[src/rtl/dfr_pkg.sv]
// dfr_pkg: shared definitions for the capture controller.
//   state_t      : capture FSM encoding (IDLE / CAPTURE / DONE)
//   DFR_*        : default parameter values for address, data and period widths
package dfr_pkg;

  typedef enum logic [1:0] {
    ST_IDLE    = 2'd0,
    ST_CAPTURE = 2'd1,
    ST_DONE    = 2'd2
  } state_t;

  localparam int DFR_ADDR_W   = 20;
  localparam int DFR_DATA_W   = 32;
  localparam int DFR_PERIOD_W = 16;

endpackage

[src/rtl/dfr_capture_ctrl_if.sv]
// dfr_capture_ctrl_if: history-RAM port plus the readback request port.
//   ram_wen/ram_addr/ram_din -> RAM, ram_dout <- RAM (1-cycle synchronous read)
//   rd_req/rd_addr           -> controller, rd_grant/rd_valid/rd_data <- controller
//   master: controller side, slave: RAM + readback requester side.
interface dfr_capture_ctrl_if
  import dfr_pkg::*;
#(
  parameter int ADDR_WIDTH = DFR_ADDR_W,
  parameter int DATA_WIDTH = DFR_DATA_W
) ();

  logic                  ram_wen;
  logic [ADDR_WIDTH-1:0] ram_addr;
  logic [DATA_WIDTH-1:0] ram_din;
  logic [DATA_WIDTH-1:0] ram_dout;
  logic                  rd_req;
  logic [ADDR_WIDTH-1:0] rd_addr;
  logic                  rd_grant;
  logic                  rd_valid;
  logic [DATA_WIDTH-1:0] rd_data;

  modport master (
    output ram_wen, ram_addr, ram_din,
    input  ram_dout,
    input  rd_req, rd_addr,
    output rd_grant, rd_valid, rd_data
  );

  modport slave (
    input  ram_wen, ram_addr, ram_din,
    output ram_dout,
    output rd_req, rd_addr,
    input  rd_grant, rd_valid, rd_data
  );

endinterface

[src/rtl/dfr_capture_ctrl_cnt.sv]
// dfr_capture_ctrl_cnt: clearable up-counter used for sample_count.
//   S_AXI_ACLK/S_AXI_ARESETN : clock, async active-low reset
//   i_clr : synchronous clear (wins over i_inc)
//   i_inc : increment by one
//   o_cnt : current count
module dfr_capture_ctrl_cnt #(
  parameter int W = 21
) (
  input  logic         S_AXI_ACLK,
  input  logic         S_AXI_ARESETN,
  input  logic         i_clr,
  input  logic         i_inc,
  output logic [W-1:0] o_cnt
);

  always_ff @(posedge S_AXI_ACLK or negedge S_AXI_ARESETN) begin
    if (!S_AXI_ARESETN)  o_cnt <= '0;
    else if (i_clr)      o_cnt <= '0;
    else if (i_inc)      o_cnt <= o_cnt + W'(1);
  end

endmodule

[src/rtl/dfr_capture_ctrl.sv]
// dfr_capture_ctrl: writes one reservoir sample into the history RAM every
// (sample_period+1) cycles until num_samples have been stored, and shares the
// RAM port with a readback requester (capture writes always win).
//   S_AXI_ACLK, S_AXI_ARESETN : clock, async active-low reset
//   start, abort              : run control pulses
//   num_samples, sample_period: run configuration, latched on start
//   din                       : sample to store
//   busy, done, sample_count  : status
//   bus (master)              : RAM port + readback port
module dfr_capture_ctrl
  import dfr_pkg::*;
#(
  parameter int ADDR_WIDTH   = DFR_ADDR_W,
  parameter int DATA_WIDTH   = DFR_DATA_W,
  parameter int PERIOD_WIDTH = DFR_PERIOD_W
) (
  input  logic                    S_AXI_ACLK,
  input  logic                    S_AXI_ARESETN,
  input  logic                    start,
  input  logic                    abort,
  input  logic [ADDR_WIDTH:0]     num_samples,
  input  logic [PERIOD_WIDTH-1:0] sample_period,
  input  logic [DATA_WIDTH-1:0]   din,
  output logic                    busy,
  output logic                    done,
  output logic [ADDR_WIDTH:0]     sample_count,
  dfr_capture_ctrl_if.master      bus
);

  localparam logic [ADDR_WIDTH:0] MAX_N = {1'b1, {ADDR_WIDTH{1'b0}}};
  localparam logic [ADDR_WIDTH:0] ONE_N = {{ADDR_WIDTH{1'b0}}, 1'b1};

  state_t                  r_state, w_state_nxt;
  logic [ADDR_WIDTH:0]     r_num;
  logic [PERIOD_WIDTH-1:0] r_period, r_pcnt;
  logic                    r_rd_vld;
  logic                    w_start, w_tick, w_wen, w_last, w_grant;
  logic [ADDR_WIDTH:0]     w_num_clamp;

  // start is only honoured outside CAPTURE; abort has no meaning there.
  assign w_start     = start & (r_state != ST_CAPTURE);
  assign w_num_clamp = (num_samples > MAX_N) ? MAX_N : num_samples;
  assign w_tick      = (r_pcnt == r_period);
  // abort squashes a write landing in the same cycle
  assign w_wen       = (r_state == ST_CAPTURE) & w_tick & ~abort;
  assign w_last      = w_wen & (sample_count == r_num - ONE_N);
  assign w_grant     = bus.rd_req & ~w_wen;

  always_ff @(posedge S_AXI_ACLK or negedge S_AXI_ARESETN) begin
    if (!S_AXI_ARESETN) r_state <= ST_IDLE;
    else                r_state <= w_state_nxt;
  end

  always_comb begin
    w_state_nxt = r_state;
    case (r_state)
      ST_IDLE, ST_DONE:
        if (start) w_state_nxt = (num_samples == '0) ? ST_DONE : ST_CAPTURE;
      ST_CAPTURE:
        if (abort)       w_state_nxt = ST_IDLE;
        else if (w_last) w_state_nxt = ST_DONE;
      default:           w_state_nxt = ST_IDLE;
    endcase
  end

  // config latch and period counter; the counter wraps on each write slot
  always_ff @(posedge S_AXI_ACLK or negedge S_AXI_ARESETN) begin
    if (!S_AXI_ARESETN) begin
      r_num    <= '0;
      r_period <= '0;
      r_pcnt   <= '0;
    end else if (w_start) begin
      r_num    <= w_num_clamp;
      r_period <= sample_period;
      r_pcnt   <= '0;
    end else if (r_state == ST_CAPTURE) begin
      r_pcnt   <= w_tick ? '0 : r_pcnt + PERIOD_WIDTH'(1);
    end
  end

  dfr_capture_ctrl_cnt #(.W(ADDR_WIDTH+1)) u_cnt (
    .S_AXI_ACLK    (S_AXI_ACLK),
    .S_AXI_ARESETN (S_AXI_ARESETN),
    .i_clr         (w_start),
    .i_inc         (w_wen),
    .o_cnt         (sample_count)
  );

  always_ff @(posedge S_AXI_ACLK or negedge S_AXI_ARESETN) begin
    if (!S_AXI_ARESETN) r_rd_vld <= 1'b0;
    else                r_rd_vld <= w_grant;
  end

  assign busy = (r_state == ST_CAPTURE);
  // done is sticky exactly as long as the FSM sits in DONE
  assign done = (r_state == ST_DONE);

  assign bus.ram_wen  = w_wen;
  assign bus.ram_din  = din;
  assign bus.ram_addr = w_wen   ? sample_count[ADDR_WIDTH-1:0] :
                        w_grant ? bus.rd_addr : '0;
  assign bus.rd_grant = w_grant;
  assign bus.rd_valid = r_rd_vld;
  assign bus.rd_data  = bus.ram_dout;

endmodule

[src/flat_wrapper.sv]
// flat-port wrapper written by rule: the top's interface ports become plain ports
module dfr_capture_ctrl_flat import dfr_pkg::*;
#(
  parameter int ADDR_WIDTH   = DFR_ADDR_W,
  parameter int DATA_WIDTH   = DFR_DATA_W,
  parameter int PERIOD_WIDTH = DFR_PERIOD_W
)
  (S_AXI_ACLK, S_AXI_ARESETN, start, abort, num_samples, sample_period, din, busy, done, sample_count, bus_ram_wen, bus_ram_addr, bus_ram_din, bus_ram_dout, bus_rd_req, bus_rd_addr, bus_rd_grant, bus_rd_valid, bus_rd_data);
  dfr_capture_ctrl_if #(.ADDR_WIDTH(ADDR_WIDTH), .DATA_WIDTH(DATA_WIDTH)) bus_i ();
  input  logic S_AXI_ACLK;
  input  logic S_AXI_ARESETN;
  input  logic start;
  input  logic abort;
  input  logic [ADDR_WIDTH:0] num_samples;
  input  logic [PERIOD_WIDTH-1:0] sample_period;
  input  logic [DATA_WIDTH-1:0] din;
  output logic busy;
  output logic done;
  output logic [ADDR_WIDTH:0] sample_count;
  output wire logic [$bits(bus_i.ram_wen)-1:0] bus_ram_wen;
  output wire logic [$bits(bus_i.ram_addr)-1:0] bus_ram_addr;
  output wire logic [$bits(bus_i.ram_din)-1:0] bus_ram_din;
  input wire logic [$bits(bus_i.ram_dout)-1:0] bus_ram_dout;
  input wire logic [$bits(bus_i.rd_req)-1:0] bus_rd_req;
  input wire logic [$bits(bus_i.rd_addr)-1:0] bus_rd_addr;
  output wire logic [$bits(bus_i.rd_grant)-1:0] bus_rd_grant;
  output wire logic [$bits(bus_i.rd_valid)-1:0] bus_rd_valid;
  output wire logic [$bits(bus_i.rd_data)-1:0] bus_rd_data;
  assign bus_ram_wen = bus_i.ram_wen;
  assign bus_ram_addr = bus_i.ram_addr;
  assign bus_ram_din = bus_i.ram_din;
  assign bus_i.ram_dout = bus_ram_dout;
  assign bus_i.rd_req = bus_rd_req;
  assign bus_i.rd_addr = bus_rd_addr;
  assign bus_rd_grant = bus_i.rd_grant;
  assign bus_rd_valid = bus_i.rd_valid;
  assign bus_rd_data = bus_i.rd_data;
  dfr_capture_ctrl #(.ADDR_WIDTH(ADDR_WIDTH), .DATA_WIDTH(DATA_WIDTH), .PERIOD_WIDTH(PERIOD_WIDTH)) u_core (.S_AXI_ACLK(S_AXI_ACLK), .S_AXI_ARESETN(S_AXI_ARESETN), .start(start), .abort(abort), .num_samples(num_samples), .sample_period(sample_period), .din(din), .busy(busy), .done(done), .sample_count(sample_count), .bus(bus_i));
endmodule
[config.mk]
export PLATFORM = sky130hd
export DESIGN_NAME = dfr_capture_ctrl_flat
export DESIGN_NICKNAME = d
export VERILOG_FILES = /design/src/rtl/dfr_pkg.sv /design/src/rtl/dfr_capture_ctrl_if.sv /design/src/rtl/dfr_capture_ctrl_cnt.sv /design/src/rtl/dfr_capture_ctrl.sv /design/src/flat_wrapper.sv
export SDC_FILE = /design/constraint.sdc
export NUM_CORES = 1
export LEC_CHECK = 0
export BUFFER_PORTS_ARGS = -buffer_cell sky130_fd_sc_hd__buf_2
export CORE_MARGIN = 2
export CORE_UTILIZATION = 48
export DETAILED_ROUTE_END_ITERATION = 10
export PLACE_DENSITY = 0.82
export SKIP_LAST_GASP = 1
export SLEW_MARGIN = 25
export SYNTH_ARGS = -nofsm -noshare
export SYNTH_HDL_FRONTEND = slang
export SYNTH_HIERARCHICAL = 1
export SYNTH_SLANG_ARGS = --single-unit
[constraint.sdc]
create_clock -name S_AXI_ACLK -period 3.7 [get_ports S_AXI_ACLK]
set_clock_uncertainty 0.2 [all_clocks]
set_input_delay 0.74 -clock S_AXI_ACLK [delete_from_list [all_inputs] [get_ports S_AXI_ACLK]]
set_output_delay 0.74 -clock S_AXI_ACLK [all_outputs]
set_load 0.01 [all_outputs]
==> impl_metrics.json, run 1 <==
{
  "status": "finished clean",
  "startpoint_type": "register",
  "p_per_area_nw_per_um2": 432,
  "holdWs_ns": 0.180,
  "drc": 0,
  "ant_nets": 0,
  "postCtsSetupBuffers": 0,
  "grt_pass1_vias": 4099,
  "antenna_found_initial": 0,
  "insertion_delay_ns": 0.35,
  "syn-cell-area_um2": 5080,
  "layout_common_cells": "107 x buf_2, 77 x dfrtp_1, 59 x nand2_1",
  "ys_seq_elements": 77,
  "holdBufCountCts": 0,
  "first_iter_violations": 216,
  "worstPathRequired_ns": 2.76,
  "p_leak_uw": 0.00260,
  "row_count": 37,
  "cts_resized": 0,
  "fp.coreArea_um2": 10300,
  "cts_max_level": 3,
  "numPortBuffers": 107,
  "tns_ns": 0,
  "synth-async-reset-ratio": 1.00,
  "drt-total-wl_um": 12300,
  "worst-slew-pin-transition_ns": 0.923,
  "dpl.cell_count": 733,
  "fin_crit_sh": 0.897,
  "crit_path_max_incr_delay_ns": 0.45,
  "syn_area_per_cell_um2": 8.95,
  "gp_congestion": 0.823,
  "drv_cap": 0,
  "grt_max_degree": 37,
  "clkTransAtPathRegs_ns": 0.08,
  "critPathMaxFanout": 26,
  "final_nets": 737,
  "ys.warnings.count": 6,
  "ios": 236,
  "vias": 4334,
  "cts_buffer_depth": 2,
  "maxSlewHeadroom": 0.383,
  "timing_worst_setup_path_type": "register to output port",
  "finalSetupViolCount": 0,
  "netlist_instances": 568,
  "critPathBufInv": 2,
  "yosys_most_used_dff": "dfrtp_1",
  "ir_drop_uv": 308,
  "post-route-min-period_ns": 3.32,
  "max_freq_mhz": 301,
  "die_y_um": 107,
  "clock_sinks": 77,
  "cpLargestDelayFamily": "simple AND/OR/NAND/NOR gates",
  "crit_slowest_cell": "dfrtp_1",
  "dp_hpwl_um": 9090,
  "hold_class": "primary input to asynchronous set/reset pin",
  "ys_types": 52,
  "overflow": 0,
  "wl_per_cell_um": 16.5,
  "synth_edf_count": 0,
  "arrival_ns": 2.38,
  "die_w_um": 107,
  "grt_pass1_wl_um": 19400,
  "track_usage": 0.213,
  "cp-end-kind": "output port",
  "maxSlewViolCount": 0,
  "dpl-instance-area_um2": 5270,
  "syn-num-nets": 697,
  "drive_gt1_frac": 0.261,
  "firstDrtPassIters": 5,
  "fp.dieArea_um2": 11400,
  "final_hold_viol_count": 0,
  "n_antenna_cell": 0,
  "tritoncts": "done",
  "via_per_inst": 5.79,
  "yosysSeqAreaShare": 0.379,
  "path_cells": "xnor2_1, nand4_1, nor4_1, nand2_1, buf_4, o21ai_0, buf_2",
  "syn2layout_area_growth_pct": 8.46,
  "layout_commonest_cell": "buf_2",
  "final_cells": 748,
  "final_cell_area_um2": 5520,
  "initial_core_util": 0.493,
  "root_buffer": "clkbuf_8",
  "cts_buffers": 9,
  "rsz0062_at_grt": "no"
}
-- worst reg2reg max path, delay by kind of cell, from the launching register on --
kind,cells,cell delay (ns)
buf+inv,3,0.55
compound gates,1,0.15
flops,1,0.45
mux,1,0.28
xor+xnor,1,0.17
simple gates,5,1.12
-- registers in the layout (all words and copies together) (netlist names) --
register,flops
u_core/bus.rd_valid,1
u_core/u_cnt/o_cnt,21
u_core/r_period,16
u_core/r_num,21
u_core/r_pcnt,16
u_core/r_state,2
-- metrics by stage --
step	total power (uW)	setup slack, ns	util
5_1_grt	2500	0.186	0.534
4_1_cts	2390	0.373	0.534
2_1_floorplan	1520	0.317	-
3_3_place_gp	1580	0.800	0.510
6_report	2380	0.379	0.534
3_5_place_dp	1610	0.731	0.510
-- power by group --
| group | internal, uW | switching [uW] |
|---|---|---|
| clock | 480 | 300 |
| sequential | 933 | 114 |
| combinational | 271 | 284 |
-- per-layer routing --
| metal | part of all wire | up-vias | track usage |
|---|---|---|---|
| met1 | 0.39 | 2057 | 0.239 |
| met5 | 0 | - | 0 |
| met3 | 0.085 | 46 | 0.0529 |
| met2 | 0.50 | 221 | 0.387 |
| met4 | 0.024 | 0 | 0.0807 |
| li1 | - | 2010 | - |
-- area by class of cell --
cell class                 count  area, um2
clock inverter                 4       95.1
tap                          136        170
clock buffer                  11        151
multi-input combinational    391       2520
timing repair buffer         115        596
sequential                    77       1930
inverter                      14       52.6
fill                         943       4810
-- cells by family (layout without fill, tap and decap cells) --
kind of cell             after synthesis  after routing  synth area share
XOR/XNOR                              59             59             0.102
buffers and inverters                100            144             0.125
adder cells (fa/ha/maj)                3              3           0.00738
AO/OA/AOI/OAI                         82             82             0.105
flip-flops                            77             77             0.379
multiplexers                          24             24            0.0519
AND/OR/NAND/NOR                      223            223             0.231
-- worst paths after layout --
check | start | to | slack [ns] | cells past startpoint
setup / recovery | u_core/r_pcnt[0] | bus_ram_addr[17] | 0.38 | 7
hold / removal | S_AXI_ARESETN | u_core/u_cnt/o_cnt[18] | 0.18 | 1
setup reg to reg | u_core/r_pcnt[0] | u_core/u_cnt/o_cnt[14] | 0.67 | 11
hold reg to reg | u_core/r_state[0] | u_core/r_state[0] | 0.30 | 1
max in group asynchronous | S_AXI_ARESETN | u_core/r_period[14] | 2.30 | 2
min in group S_AXI_ACLK | u_core/r_state[0] | u_core/r_state[0] | 0.30 | 1
-- synth_stat cells (5+ instances only) --
master	instances	area, um2
dfrtp_1	77	1930
or4_1	8	60.1
o21ai_0	35	175
inv_1	13	48.8
a21oi_1	10	50.1
nand4_1	10	62.6
nor2_1	40	150
clkbuf_1	15	56.3
or3_1	8	50.1
buf_4	64	480
a22o_1	18	158
o31ai_1	6	45.0
nor4_1	15	93.8
xnor2_1	35	307
nand3_1	34	170
nand2_1	59	221
nor3_1	8	40.0
mux2_2	19	214
nand2b_1	8	50.1
and3_1	13	81.3
mux2i_1	5	50.1
xor2_1	24	210
(Power assumes the default switching activity.)
==> run 2, diff against run 1 <==
MAX_ROUTING_LAYER = met4   (was unset)
==> run 2 against run 1 <==
Compared with the run above:
- critical endpoint is now bus_ram_addr[12]
- worst hold slack gained 0.13 ns
- clock power decreased by 8.1%
- first-iteration DRC count is 71% higher
- global-route usage grew 0.38 points
- register-to-register slack worse by 0.08 ns
- core utilization shrank 0.23 points
- cell area is 0.43% lower
- fmax shrank 2.8%
- largest power group unchanged
- largest cell class unchanged
- via count is 0.32% higher
- non-clock buffer count is 1 lower
- worst setup slack got worse by 0.096 ns
- cell count unchanged
==> impl_metrics.json, run 2 (synthesis results as in run 1) <==
{
  "met2_usage": 0.358,
  "via_per_inst": 5.81,
  "tns_ns": 0,
  "ant_nets": 0,
  "p_seq_frac": 0.450,
  "combPwrFrac": 0.241,
  "drv_cap": 0,
  "initial_core_util": 0.493,
  "maxSlewViolCount": 0,
  "gp_congestion": 0.841,
  "cts_buffer_depth": 2,
  "path_cells": "xnor2_1, nand4_1, nor4_1, nand2_1, buf_4, nand3_1, o21ai_0, buf_2",
  "fp.coreArea_um2": 10300,
  "clock_sinks": 77,
  "arrival_ns": 2.48,
  "fin_crit_sh": 0.924,
  "p_leak_uw": 0.00258,
  "timing_worst_setup_path_type": "register to output port",
  "cp-end-kind": "output port",
  "syn2layout_area_growth_pct": 8.00,
  "startpoint_type": "register",
  "netSwitchingPower_uw": 702,
  "worstPathRequired_ns": 2.76,
  "intPower_uw": 1620,
  "finalSetupViolCount": 0,
  "p_per_area_nw_per_um2": 423,
  "drc": 0,
  "die_y_um": 107,
  "vias": 4348,
  "top_regs": "u_core/r_num (21), u_core/u_cnt/o_cnt (21)",
  "final_cell_area_um2": 5490,
  "first_iter_violations": 369,
  "die_w_um": 107,
  "crit_path_max_incr_delay_ns": 0.49,
  "drt-total-wl_um": 12200,
  "postCtsSetupBuffers": 0,
  "worst-slew-pin-transition_ns": 0.959,
  "ir_drop_uv": 236,
  "holdBufCountCts": 0,
  "clkTransAtPathRegs_ns": 0.08,
  "cts_max_level": 3,
  "wl_per_cell_um": 16.4,
  "use_met1": 0.254,
  "numPortBuffers": 107,
  "root_buffer": "clkbuf_8",
  "antenna_found_initial": 0,
  "holdWs_ns": 0.308,
  "track_usage": 0.217,
  "layout_common_cells": "107 x buf_2, 77 x dfrtp_1, 59 x nand2_1",
  "dpl-instance-area_um2": 5260,
  "crit_slowest_cell": "nor4_1",
  "dp_hpwl_um": 8850,
  "row_count": 37,
  "ios": 236,
  "cts_resized": 0,
  "cts_buffers": 9,
  "layout_commonest_cell": "buf_2",
  "critPathMaxFanout": 26,
  "grt_pass1_wl_um": 19200,
  "insertion_delay_ns": 0.35,
  "overflow": 0,
  "status": "finished clean",
  "firstDrtPassIters": 7,
  "p_sw_frac": 0.302,
  "final_nets": 736,
  "final_hold_viol_count": 0,
  "post-route-min-period_ns": 3.42,
  "drive_gt1_frac": 0.258,
  "max_freq_mhz": 293,
  "use_met3": 0.0584,
  "rsz0062_at_grt": "no",
  "fp.dieArea_um2": 11400,
  "tritoncts": "done",
  "top_usage_layer": "met2",
  "hold_class": "primary input to asynchronous set/reset pin",
  "clkPwrFrac": 0.308,
  "fillers": 898,
  "grt_pass1_vias": 4040,
  "grt_max_degree": 78,
  "maxSlewHeadroom": 0.359,
  "n_antenna_cell": 0
}
## run 2: cell types whose count changed in the layout (fill, tap and decap cells not counted), sizes merged
cell	before	now
clkinvlp	0	1
buf	115	114
clkbuf	11	13
clkinv	2	1
bufinv	3	2
## run 2: area by class of cell
type                            count  area (um2)  area share
Timing Repair Buffer              114         592       0.108
Tap cell                          136         170      0.0310
Sequential cell                    77        1930       0.351
Inverter                           14        52.6     0.00957
Clock buffer                       13         159      0.0289
Clock inverter                      3        67.6      0.0123
Multi-Input combinational cell    391        2520       0.460
## run 2: power groups by stage
stage	registers, uW	logic, uW	clock network [uW]
global placement	1050	525	0
detailed placement	1060	550	0
global route	1060	615	766
floorplan	1020	498	0
CTS	1040	557	734
finish	1050	561	717
## run 2: per-stage QoR
step | power [uW] | setup WS, ns | util | std cells
6_report | 2320 | 0.283 | 0.532 | 748
5_1_grt | 2440 | 0.161 | 0.532 | 748
4_1_cts | 2330 | 0.352 | 0.532 | 748
3_5_place_dp | 1610 | 0.710 | 0.510 | 732
3_3_place_gp | 1580 | 0.802 | 0.510 | 732
2_1_floorplan | 1520 | 0.317 | - | 568
## run 2: critical path: cells and delay by family, from the launching register on
kind	cells	cell delay, ns
compound gates	1	0.10
xor+xnor	1	0.21
buf+inv	2	0.42
flops	1	0.44
simple gates	4	0.95
## run 2: final timing paths
kind | startpoint | endpoint | slack, ns | cells past startpoint
min | S_AXI_ARESETN | u_core/u_cnt/o_cnt[18] | 0.31 | 2
max | u_core/r_pcnt[2] | bus_ram_addr[12] | 0.28 | 8
max reg2reg | u_core/r_pcnt[2] | u_core/u_cnt/o_cnt[14] | 0.59 | 11
min reg2reg | u_core/r_state[0] | u_core/r_state[0] | 0.31 | 1
max in group asynchronous | S_AXI_ARESETN | u_core/r_num[0] | 2.50 | 2
min in group S_AXI_ACLK | u_core/r_state[0] | u_core/r_state[0] | 0.31 | 1
## run 2: metal layers
metal,wire length (um),part of all wire,vias to the layer above
li1,-,-,2013
met1,4910,0.40,2067
met2,6070,0.50,224
met3,984,0.080,44
met4,280,0.023,0
met5,0,0,-
